$ cat src/rtl/btb_fetch_unit_pkg.sv
// ============================================================================
// Module : mips_bp_pkg
// Brief  : Shared types, counter encodings and width helpers for the BTB
//          fetch unit.
// Rev    : 1.0 - initial release
// ============================================================================
`default_nettype none

package mips_bp_pkg;

  typedef enum logic [1:0] {
    SNT = 2'd0,
    WNT = 2'd1,
    WT  = 2'd2,
    ST  = 2'd3
  } ctr_e;

  localparam int unsigned INSTR_BYTES = 4;

  function automatic int unsigned idx_w(input int unsigned entries);
    return $clog2(entries);
  endfunction

  // The low two PC bits are the byte offset within a word.
  function automatic int unsigned tag_w(input int unsigned addr_w, input int unsigned entries);
    return addr_w - idx_w(entries) - 2;
  endfunction

endpackage

`default_nettype wire

$ cat src/rtl/btb_fetch_unit_if.sv
// ============================================================================
// Module : btb_fetch_unit_if
// Brief  : Fetch-side bus: EX branch feedback, stall input, and the fetch
//          PC / prediction / flush outputs.
// Rev    : 1.0 - initial release
// ============================================================================
`default_nettype none

interface btb_fetch_unit_if #(
  parameter int unsigned ADDR_W = 32
);
  logic              freeze;
  logic              ex_br_valid;
  logic [ADDR_W-1:0] ex_pc;
  logic              ex_taken;
  logic [ADDR_W-1:0] ex_target;
  logic              ex_pred_taken;
  logic [ADDR_W-1:0] ex_pred_target;
  logic [ADDR_W-1:0] pc;
  logic              pred_taken;
  logic [ADDR_W-1:0] pred_target;
  logic              flush;

  modport master (
    output freeze, ex_br_valid, ex_pc, ex_taken, ex_target, ex_pred_taken, ex_pred_target,
    input  pc, pred_taken, pred_target, flush
  );

  modport slave (
    input  freeze, ex_br_valid, ex_pc, ex_taken, ex_target, ex_pred_taken, ex_pred_target,
    output pc, pred_taken, pred_target, flush
  );
endinterface

`default_nettype wire

$ cat src/rtl/btb_fetch_unit_table.sv
// ============================================================================
// Module : btb_table
// Brief  : Direct-mapped BTB with 2-bit counters; combinational lookup and a
//          synchronous update port applying allocation/saturation rules.
// Rev    : 1.0 - initial release
// ============================================================================
`default_nettype none

module btb_table
  import mips_bp_pkg::*;
#(
  parameter int unsigned ADDR_W  = 32,
  parameter int unsigned ENTRIES = 16,
  localparam int unsigned IDX_W  = idx_w(ENTRIES),
  localparam int unsigned TAG_W  = tag_w(ADDR_W, ENTRIES)
) (
  input  wire logic              clk,
  input  wire logic              rst,
  input  wire logic [IDX_W-1:0]  rd_idx_i,
  input  wire logic [TAG_W-1:0]  rd_tag_i,
  output logic                   rd_taken_o,
  output logic [ADDR_W-1:0]      rd_target_o,
  input  wire logic              wr_en_i,
  input  wire logic [IDX_W-1:0]  wr_idx_i,
  input  wire logic [TAG_W-1:0]  wr_tag_i,
  input  wire logic              wr_taken_i,
  input  wire logic [ADDR_W-1:0] wr_target_i
);

  typedef struct packed {
    logic              valid;
    logic [TAG_W-1:0]  tag;
    logic [ADDR_W-1:0] target;
    ctr_e              ctr;
  } btb_entry_t;

  btb_entry_t entry_q [ENTRIES];

  btb_entry_t w_rd_e;
  btb_entry_t w_wr_e;
  logic       w_rd_hit;
  logic       w_wr_hit;

  // Lookup reads the registered array, so a same-cycle update is not seen.
  always_comb begin
    w_rd_e      = entry_q[rd_idx_i];
    w_rd_hit    = w_rd_e.valid && (w_rd_e.tag == rd_tag_i);
    rd_taken_o  = w_rd_hit && w_rd_e.ctr[1];
    rd_target_o = rd_taken_o ? w_rd_e.target : '0;
  end

  always_comb begin
    w_wr_e   = entry_q[wr_idx_i];
    w_wr_hit = w_wr_e.valid && (w_wr_e.tag == wr_tag_i);
  end

  always_ff @(posedge clk) begin
    if (rst) begin
      for (int i = 0; i < int'(ENTRIES); i++) begin
        entry_q[i] <= '{valid: 1'b0, tag: '0, target: '0, ctr: WNT};
      end
    end else if (wr_en_i) begin
      if (w_wr_hit) begin
        if (wr_taken_i) begin
          entry_q[wr_idx_i].target <= wr_target_i;
          if (w_wr_e.ctr != ST) entry_q[wr_idx_i].ctr <= ctr_e'(w_wr_e.ctr + 2'd1);
        end else if (w_wr_e.ctr != SNT) begin
          entry_q[wr_idx_i].ctr <= ctr_e'(w_wr_e.ctr - 2'd1);
        end
      end else if (wr_taken_i) begin
        entry_q[wr_idx_i] <= '{valid: 1'b1, tag: wr_tag_i, target: wr_target_i, ctr: WT};
      end
    end
  end

endmodule

`default_nettype wire

$ cat src/rtl/btb_fetch_unit.sv
// ============================================================================
// Module : btb_fetch_unit
// Brief  : IF-stage PC unit with BTB prediction, EX mispredict recovery and
//          optional branch statistics (enable with `define BTB_STATS_EN).
// Rev    : 1.0 - initial release
// ============================================================================
`default_nettype none

module btb_fetch_unit
  import mips_bp_pkg::*;
#(
  parameter int unsigned          ADDR_W      = 32,
  parameter int unsigned          BTB_ENTRIES = 16,
  parameter logic [ADDR_W-1:0]    RESET_PC    = '0
) (
  input  wire logic        clk,
  input  wire logic        rst,
  btb_fetch_unit_if.slave  bus,
  output logic [31:0]      stat_branches_o,
  output logic [31:0]      stat_mispredicts_o
);

  localparam int unsigned IDX_W = idx_w(BTB_ENTRIES);
  localparam logic [ADDR_W-1:0] C_STEP = ADDR_W'(INSTR_BYTES);

  logic [ADDR_W-1:0] pc_q;
  logic [ADDR_W-1:0] pc_d;
  logic              w_pred_taken;
  logic [ADDR_W-1:0] w_pred_target;
  logic              w_mispredict;

  btb_table #(
    .ADDR_W  (ADDR_W),
    .ENTRIES (BTB_ENTRIES)
  ) u_btb (
    .clk         (clk),
    .rst         (rst),
    .rd_idx_i    (pc_q[IDX_W+1:2]),
    .rd_tag_i    (pc_q[ADDR_W-1:IDX_W+2]),
    .rd_taken_o  (w_pred_taken),
    .rd_target_o (w_pred_target),
    .wr_en_i     (bus.ex_br_valid),
    .wr_idx_i    (bus.ex_pc[IDX_W+1:2]),
    .wr_tag_i    (bus.ex_pc[ADDR_W-1:IDX_W+2]),
    .wr_taken_i  (bus.ex_taken),
    .wr_target_i (bus.ex_target)
  );

  // A correct direction with a wrong target still counts as a mispredict.
  always_comb begin
    w_mispredict = bus.ex_br_valid &&
                   ((bus.ex_taken != bus.ex_pred_taken) ||
                    (bus.ex_taken && bus.ex_pred_taken && (bus.ex_target != bus.ex_pred_target)));
  end

  always_comb begin
    pc_d = pc_q + C_STEP;
    if (w_mispredict)      pc_d = bus.ex_taken ? bus.ex_target : bus.ex_pc + C_STEP;
    else if (bus.freeze)   pc_d = pc_q;
    else if (w_pred_taken) pc_d = w_pred_target;
  end

  always_ff @(posedge clk) begin
    if (rst) pc_q <= RESET_PC;
    else     pc_q <= pc_d;
  end

  assign bus.pc          = pc_q;
  assign bus.pred_taken  = w_pred_taken;
  assign bus.pred_target = w_pred_target;
  assign bus.flush       = w_mispredict;

`ifdef BTB_STATS_EN
  logic [31:0] stat_br_q;
  logic [31:0] stat_mp_q;

  always_ff @(posedge clk) begin
    if (rst) begin
      stat_br_q <= '0;
      stat_mp_q <= '0;
    end else begin
      if (bus.ex_br_valid && (stat_br_q != '1)) stat_br_q <= stat_br_q + 32'd1;
      if (w_mispredict && (stat_mp_q != '1))    stat_mp_q <= stat_mp_q + 32'd1;
    end
  end

  assign stat_branches_o    = stat_br_q;
  assign stat_mispredicts_o = stat_mp_q;
`else
  assign stat_branches_o    = 32'd0;
  assign stat_mispredicts_o = 32'd0;
`endif

endmodule

`default_nettype wire
$ cat src/flat_wrapper.sv
// flat-port wrapper written by rule: the top's interface ports become plain ports
module btb_fetch_unit_flat import mips_bp_pkg::*;
#(
  parameter int unsigned          ADDR_W      = 32,
  parameter int unsigned          BTB_ENTRIES = 16,
  parameter logic [ADDR_W-1:0]    RESET_PC    = '0
)
  (clk, rst, stat_branches_o, stat_mispredicts_o, bus_freeze, bus_ex_br_valid, bus_ex_pc, bus_ex_taken, bus_ex_target, bus_ex_pred_taken, bus_ex_pred_target, bus_pc, bus_pred_taken, bus_pred_target, bus_flush);
  btb_fetch_unit_if #(.ADDR_W(ADDR_W)) bus_i ();
  input  wire logic clk;
  input  wire logic rst;
  output logic [31:0] stat_branches_o;
  output logic [31:0] stat_mispredicts_o;
  input wire logic [$bits(bus_i.freeze)-1:0] bus_freeze;
  input wire logic [$bits(bus_i.ex_br_valid)-1:0] bus_ex_br_valid;
  input wire logic [$bits(bus_i.ex_pc)-1:0] bus_ex_pc;
  input wire logic [$bits(bus_i.ex_taken)-1:0] bus_ex_taken;
  input wire logic [$bits(bus_i.ex_target)-1:0] bus_ex_target;
  input wire logic [$bits(bus_i.ex_pred_taken)-1:0] bus_ex_pred_taken;
  input wire logic [$bits(bus_i.ex_pred_target)-1:0] bus_ex_pred_target;
  output wire logic [$bits(bus_i.pc)-1:0] bus_pc;
  output wire logic [$bits(bus_i.pred_taken)-1:0] bus_pred_taken;
  output wire logic [$bits(bus_i.pred_target)-1:0] bus_pred_target;
  output wire logic [$bits(bus_i.flush)-1:0] bus_flush;
  assign bus_i.freeze = bus_freeze;
  assign bus_i.ex_br_valid = bus_ex_br_valid;
  assign bus_i.ex_pc = bus_ex_pc;
  assign bus_i.ex_taken = bus_ex_taken;
  assign bus_i.ex_target = bus_ex_target;
  assign bus_i.ex_pred_taken = bus_ex_pred_taken;
  assign bus_i.ex_pred_target = bus_ex_pred_target;
  assign bus_pc = bus_i.pc;
  assign bus_pred_taken = bus_i.pred_taken;
  assign bus_pred_target = bus_i.pred_target;
  assign bus_flush = bus_i.flush;
  btb_fetch_unit #(.ADDR_W(ADDR_W), .BTB_ENTRIES(BTB_ENTRIES), .RESET_PC(RESET_PC)) u_core (.clk(clk), .rst(rst), .bus(bus_i), .stat_branches_o(stat_branches_o), .stat_mispredicts_o(stat_mispredicts_o));
endmodule
$ cat config.mk
export PLATFORM = sky130hd
export DESIGN_NAME = btb_fetch_unit_flat
export DESIGN_NICKNAME = d
export VERILOG_FILES = /design/src/rtl/btb_fetch_unit_pkg.sv /design/src/rtl/btb_fetch_unit_if.sv /design/src/rtl/btb_fetch_unit_table.sv /design/src/rtl/btb_fetch_unit.sv /design/src/flat_wrapper.sv
export SDC_FILE = /design/constraint.sdc
export NUM_CORES = 2
export LEC_CHECK = 0
export BUFFER_PORTS_ARGS = -buffer_cell sky130_fd_sc_hd__buf_4
export CORE_UTILIZATION = 30
export DETAILED_ROUTE_END_ITERATION = 10
export PLACE_DENSITY = 0.47
export SETUP_SLACK_MARGIN = 0.5
export SLEW_MARGIN = 25
export SYNTH_ARGS = -nofsm -noshare
export SYNTH_HDL_FRONTEND = slang
export SYNTH_SLANG_ARGS = --single-unit
$ cat constraint.sdc
create_clock -name clk -period 8.1 [get_ports clk]
set_clock_uncertainty 0.2 [all_clocks]
set_input_delay 0.405 -clock clk [delete_from_list [all_inputs] [get_ports clk]]
set_output_delay 0.405 -clock clk [all_outputs]
set_load 0.1 [all_outputs]
After elaboration in Yosys (flattened, before gate mapping)
Memory sizes are Yosys's and may differ from the RTL's. A register that Yosys moved wholly into a read port is not among the register bits.
Cells that the tools add are included.
Word-level totals
  flip-flop bits (word level): 32
  RAM bits: 976
  bits of input ports: 102
  output and inout bits: 130
  memories kept: 1
Memories
  u_core.u_btb.entry_q: words 16, bits a word 61, rd ports 2, clocked after Yosys merged registers in 1, wr ports 16, RTL line btb_fetch_unit_table.sv:37  | btb_entry_t entry_q [ENTRIES];
Operators by class
  add/subtract/negate cells: 4
  eq/ne operators: 6
  mux-type cells: 36
  bitwise operators: 3
  reduce and logical (&&, ||, !) cells: 9
Operator list (count)
  32-bit two-way mux: 6
  32-bit by 3-bit adder with 32-bit output (second input constant): 2
  61-bit two-way mux: 1
  61-bit OR reduction: 1
  26-bit == test: 2
  32-bit inequality test: 1
  1-bit two-way mux: 23
  4-bit two-way mux: 3
  1-bit logical AND: 6
  2-bit two-way mux: 2
  3-bit two-way mux: 1
  1-bit bitwise OR: 3
  2-bit by 1-bit adder with 2-bit output (second input constant): 1
  2-bit by 1-bit inequality test with 1-bit output (second input constant): 1
  2-bit inequality test (second input constant): 1
  2-bit nonzero test: 1
  2-bit by 1-bit subtractor with 2-bit output (second input constant): 1
  1-bit logical OR: 1
  1-bit inequality test: 1

Logic depth before layout (Yosys ltp)
An unclocked memory read counts as a cell.
  word-level depth: 12
  gate-level depth with buffers: 18

Modules after synthesis
Synthesis repeated with hierarchy kept, for this count alone.
Unflattened totals
  cells, all modules: 3737
  area total of the unflattened synthesis: 52922.0 um2
Modules (own cells, without submodules)
  btb_table: times used 1, cells each 3165, area each 48695.5 um2
  btb_fetch_unit: times used 1, cells each 572, area each 4226.6 um2

Least setup slack after synthesis
Ideal clock, no wire load.
  path kind: reg-to-output
  from: register with a tool-made name
  to: output port bus_pred_target[21]
  data arrival time: 4323 ps
  data required time: 7495 ps
  setup slack: 3172 ps
  stages on the path, launching flop included: 17
  cells stage by stage: dfxtp_1 buf_2 buf_6 buf_6 buf_4 buf_6 mux2i_1 xnor2_1 o31ai_1 nand3_1 or4b_1 or3_1 buf_2 inv_2 buf_4 buf_2 and2_1
RTL lines
  to (decl): RTL line flat_wrapper.sv:23  | output wire logic [$bits(bus_i.pred_target)-1:0] bus_pred_target;

==> flow_summary.toml <==
[outcome]
status = "complete, no violations"

[pwr]
p_seq_frac = 0.449
switching_share = 0.284
p_per_area_nw_per_um2 = 225
comb_power_share = 0.155
p_sw_mw = 3.93
power.leakage_nw = 20.8
p_int_mw = 9.91
power.clock.fraction = 0.396
vdd_drop_max_mv = 0.198

[sta]
fmax_ghz = 0.143
slew_viol_final = 0
period_needed_ns = 6.99
relSlewSlack = 0.258
setup_viol_count_final = 0
rsz0062_at_grt = "false"
tns_ns = 0
worst_pin_slew_ns = 1.11
fin_crit_sh = 0.863
finalHoldViolations = 0

[route]
drcViolationCount = 0
dr.pass1.iters = 8
vias_per_cell = 5.40
drtIter0Drc = 4012
avgRoutedWirePerCell_um = 32.1
dr_total_vias = 34293
ant_nets = 0
wl_um = 204000

[finish]
fin_nets = 4007
stdcell_area_um2 = 61500
final_cells = 6352
drive_gt1_frac = 0.235
area_growth_pct = 14.9
regArea_um2 = 29900
multiInputGateArea_um2 = 22000
fin_util = 0.348
final_cell_mix = "edfxtp_1, and2_1, mux4_2"
final_common_cell = "edfxtp_1"
nFillCells = 16967

[clocking]
cts_tree = "yes"
path_clk_slew_ns = 0.07
numCtsBuffers = 114
root_buffer = "clkbuf_16"
clock_latency_ns = 0.77
cts_buffer_depth = 3
clock_sinks = 1012
cts.htree.levels = 3
cts-resized-gates = 0
cts_hold_buffers = 56
postCtsSetupBuffers = 0

[logic_synthesis]
async_reset_ff_frac = 0
synth-simple-area-share = 0.157
synth-seq-cells = 1012
synthXorXnorAreaFrac = 0.0192
yosys_warnings = 0
synth_area_um2 = 53500
ys_types = 75
ys_seq_area_frac = 0.558
synth.mux.area_fraction = 0.181
netlist_instances = 3861
avgSynthCellArea_um2 = 13.9
ys.flop_type = "edfxtp_1"
synth_top_family_by_area = "multiplexers"
synth_edf_count = 960
synthAdderAreaFrac = 0.00140
synth_compound_area_frac = 0.0412

[setup_path]
reg2reg_slack_ns = 2.13
cp.required_ns = 7.50
max_stage_delay_ns = 0.90
critPathLaunchType = "flip-flop"
path_cells = "buf_4, mux4_2, mux4_2, xnor2_1, nand4b_1, or4b_1, or3_1, inv_2, nand2b_1, inv_1, buf_4"
crit_arrival_ns = 6.39
ff2ff_path_depth = 10
crit_cells = 11
cp_slowest_cell = "dfxtp_4"
cp_top_family = "buffers and inverters"
worstSetupEndpointType = "output port"
path_max_fanout = 40
path_buf_inv = 4
critPathKind = "reg -> out"
crit_path_end = "bus_pred_target[13]"

[floorplan]
die_width_um = 424
ios = 232
chipHeight_um = 424
num_rows = 154
initial_core_util = 0.303
core-area_um2 = 177000
die-area_um2 = 180000

[grt]
grt_usage = 0.224
overflow = 0
grt_max_degree = 110
antenna_found_initial = 23
grt_pass1_wl_um = 282000
grt_pass1_vias = 34367

[place]
dp_hpwl_um = 128000
numPortBuffers = 167
gp_congestion = 0.892
dp.cells = 6066
place_area_um2 = 57000

[job]
drv_cap = 0

[hold_path]
hold_class = "in -> reg"
-- cell usage after synthesis (all sizes together), types with 14 or more instances --
library cell  count  area share
nand2           120      0.0084
nor2             85      0.0060
o22ai            18      0.0021
a21o             31      0.0043
mux4            368        0.15
edfxtp          960        0.54
o21ai            44      0.0041
nand4            17      0.0020
or2              20      0.0023
inv              16      0.0011
nand3            60      0.0056
xnor2            55      0.0090
o211ai           14      0.0020
nor3             45      0.0042
buf             174       0.020
dfxtp            52       0.019
mux2i           121       0.023
and2            884        0.10
a21oi            52      0.0049
and3             28      0.0033
o2bb2ai          16      0.0026
a221oi           14      0.0031
xor2             62       0.010
a31o             18      0.0029
clkbuf          292       0.021
nor4            105       0.012
a22oi            15      0.0021
mux2             17      0.0036
-- how the worst min path moves through the flow --
stage | from | endpoint | slack, ns | depth (start not counted)
after floorplan | u_core.u_btb.entry_q[1][60] | u_core.u_btb.entry_q[1][60] | 0.24 | 1
after global routing | bus_ex_pc[24] | u_core.bus.pc[24] | 0.05 | 4
after global placement | u_core.u_btb.entry_q[10][60] | u_core.u_btb.entry_q[10][60] | 0.26 | 1
final | bus_ex_pc[24] | u_core.bus.pc[24] | 0.05 | 4
after CTS | bus_ex_pc[24] | u_core.bus.pc[24] | 0.007 | 4
after detailed placement | u_core.u_btb.entry_q[10][60] | u_core.u_btb.entry_q[10][60] | 0.27 | 1
-- tightest hold or removal path, cell delays in order --
cell	delay (ns)
buf_4	0.20
xor2_1	0.10
mux2i_1	0.15
a221oi_2	0.07
-- power groups by stage --
stage	Sequential, mW	Clock, mW	Combinational (mW)
after floorplan	6.29	0	1.34
after global placement	6.32	0	2.12
after detailed placement	6.33	0	2.12
after CTS	6.22	5.53	2.15
after global routing	6.24	5.73	2.22
final	6.22	5.47	2.15
-- metal layers --
metal / track usage / vias to the layer above / wire, µm
li1: - / 14544 / -
met1: 0.288 / 18023 / 82800
met2: 0.374 / 1394 / 99700
met3: 0.0299 / 332 / 11700
met4: 0.102 / 0 / 9730
met5: 0 / - / 0
-- stage by stage --
stage               hold WS [ns]  total power [mW]  setup WS (ns)
floorplan                  0.244              7.63           3.17
global placement           0.261              8.44           1.78
detailed placement         0.266              8.44           1.78
CTS                      0.00710              13.9           1.05
global route              0.0491              14.2          0.920
finish                    0.0453              13.8           1.11
-- kinds of logic after synthesis --
group	Yosys count
AOI/OAI and AO/OA	305
and+or+nand+nor	1426
other	1
buffers and inverters	488
xor gates and xnor gates	117
adders and majority gates	6
DFF	1012
muxes	506
-- registers in the layout, summed over array words and instances, names as in the netlist, named ones only --
| name | count |
|---|---|
| u_core.bus.pc | 32 |
| u_core.u_btb.entry_q | 976 |
-- final cells by class --
| cell class | instances | area share |
|---|---|---|
| Clock buffer | 131 | 0.0474 |
| Clock inverter | 84 | 0.0156 |
| Inverter | 22 | 0.00140 |
| Sequential cell | 1012 | 0.486 |
| Tap cell | 2340 | 0.0476 |
| Timing Repair Buffer | 325 | 0.0427 |
| Antenna cell | 14 | 0.000570 |
| Multi-Input combinational cell | 2424 | 0.359 |
No activity file was read; power rests on OpenSTA's default activity.
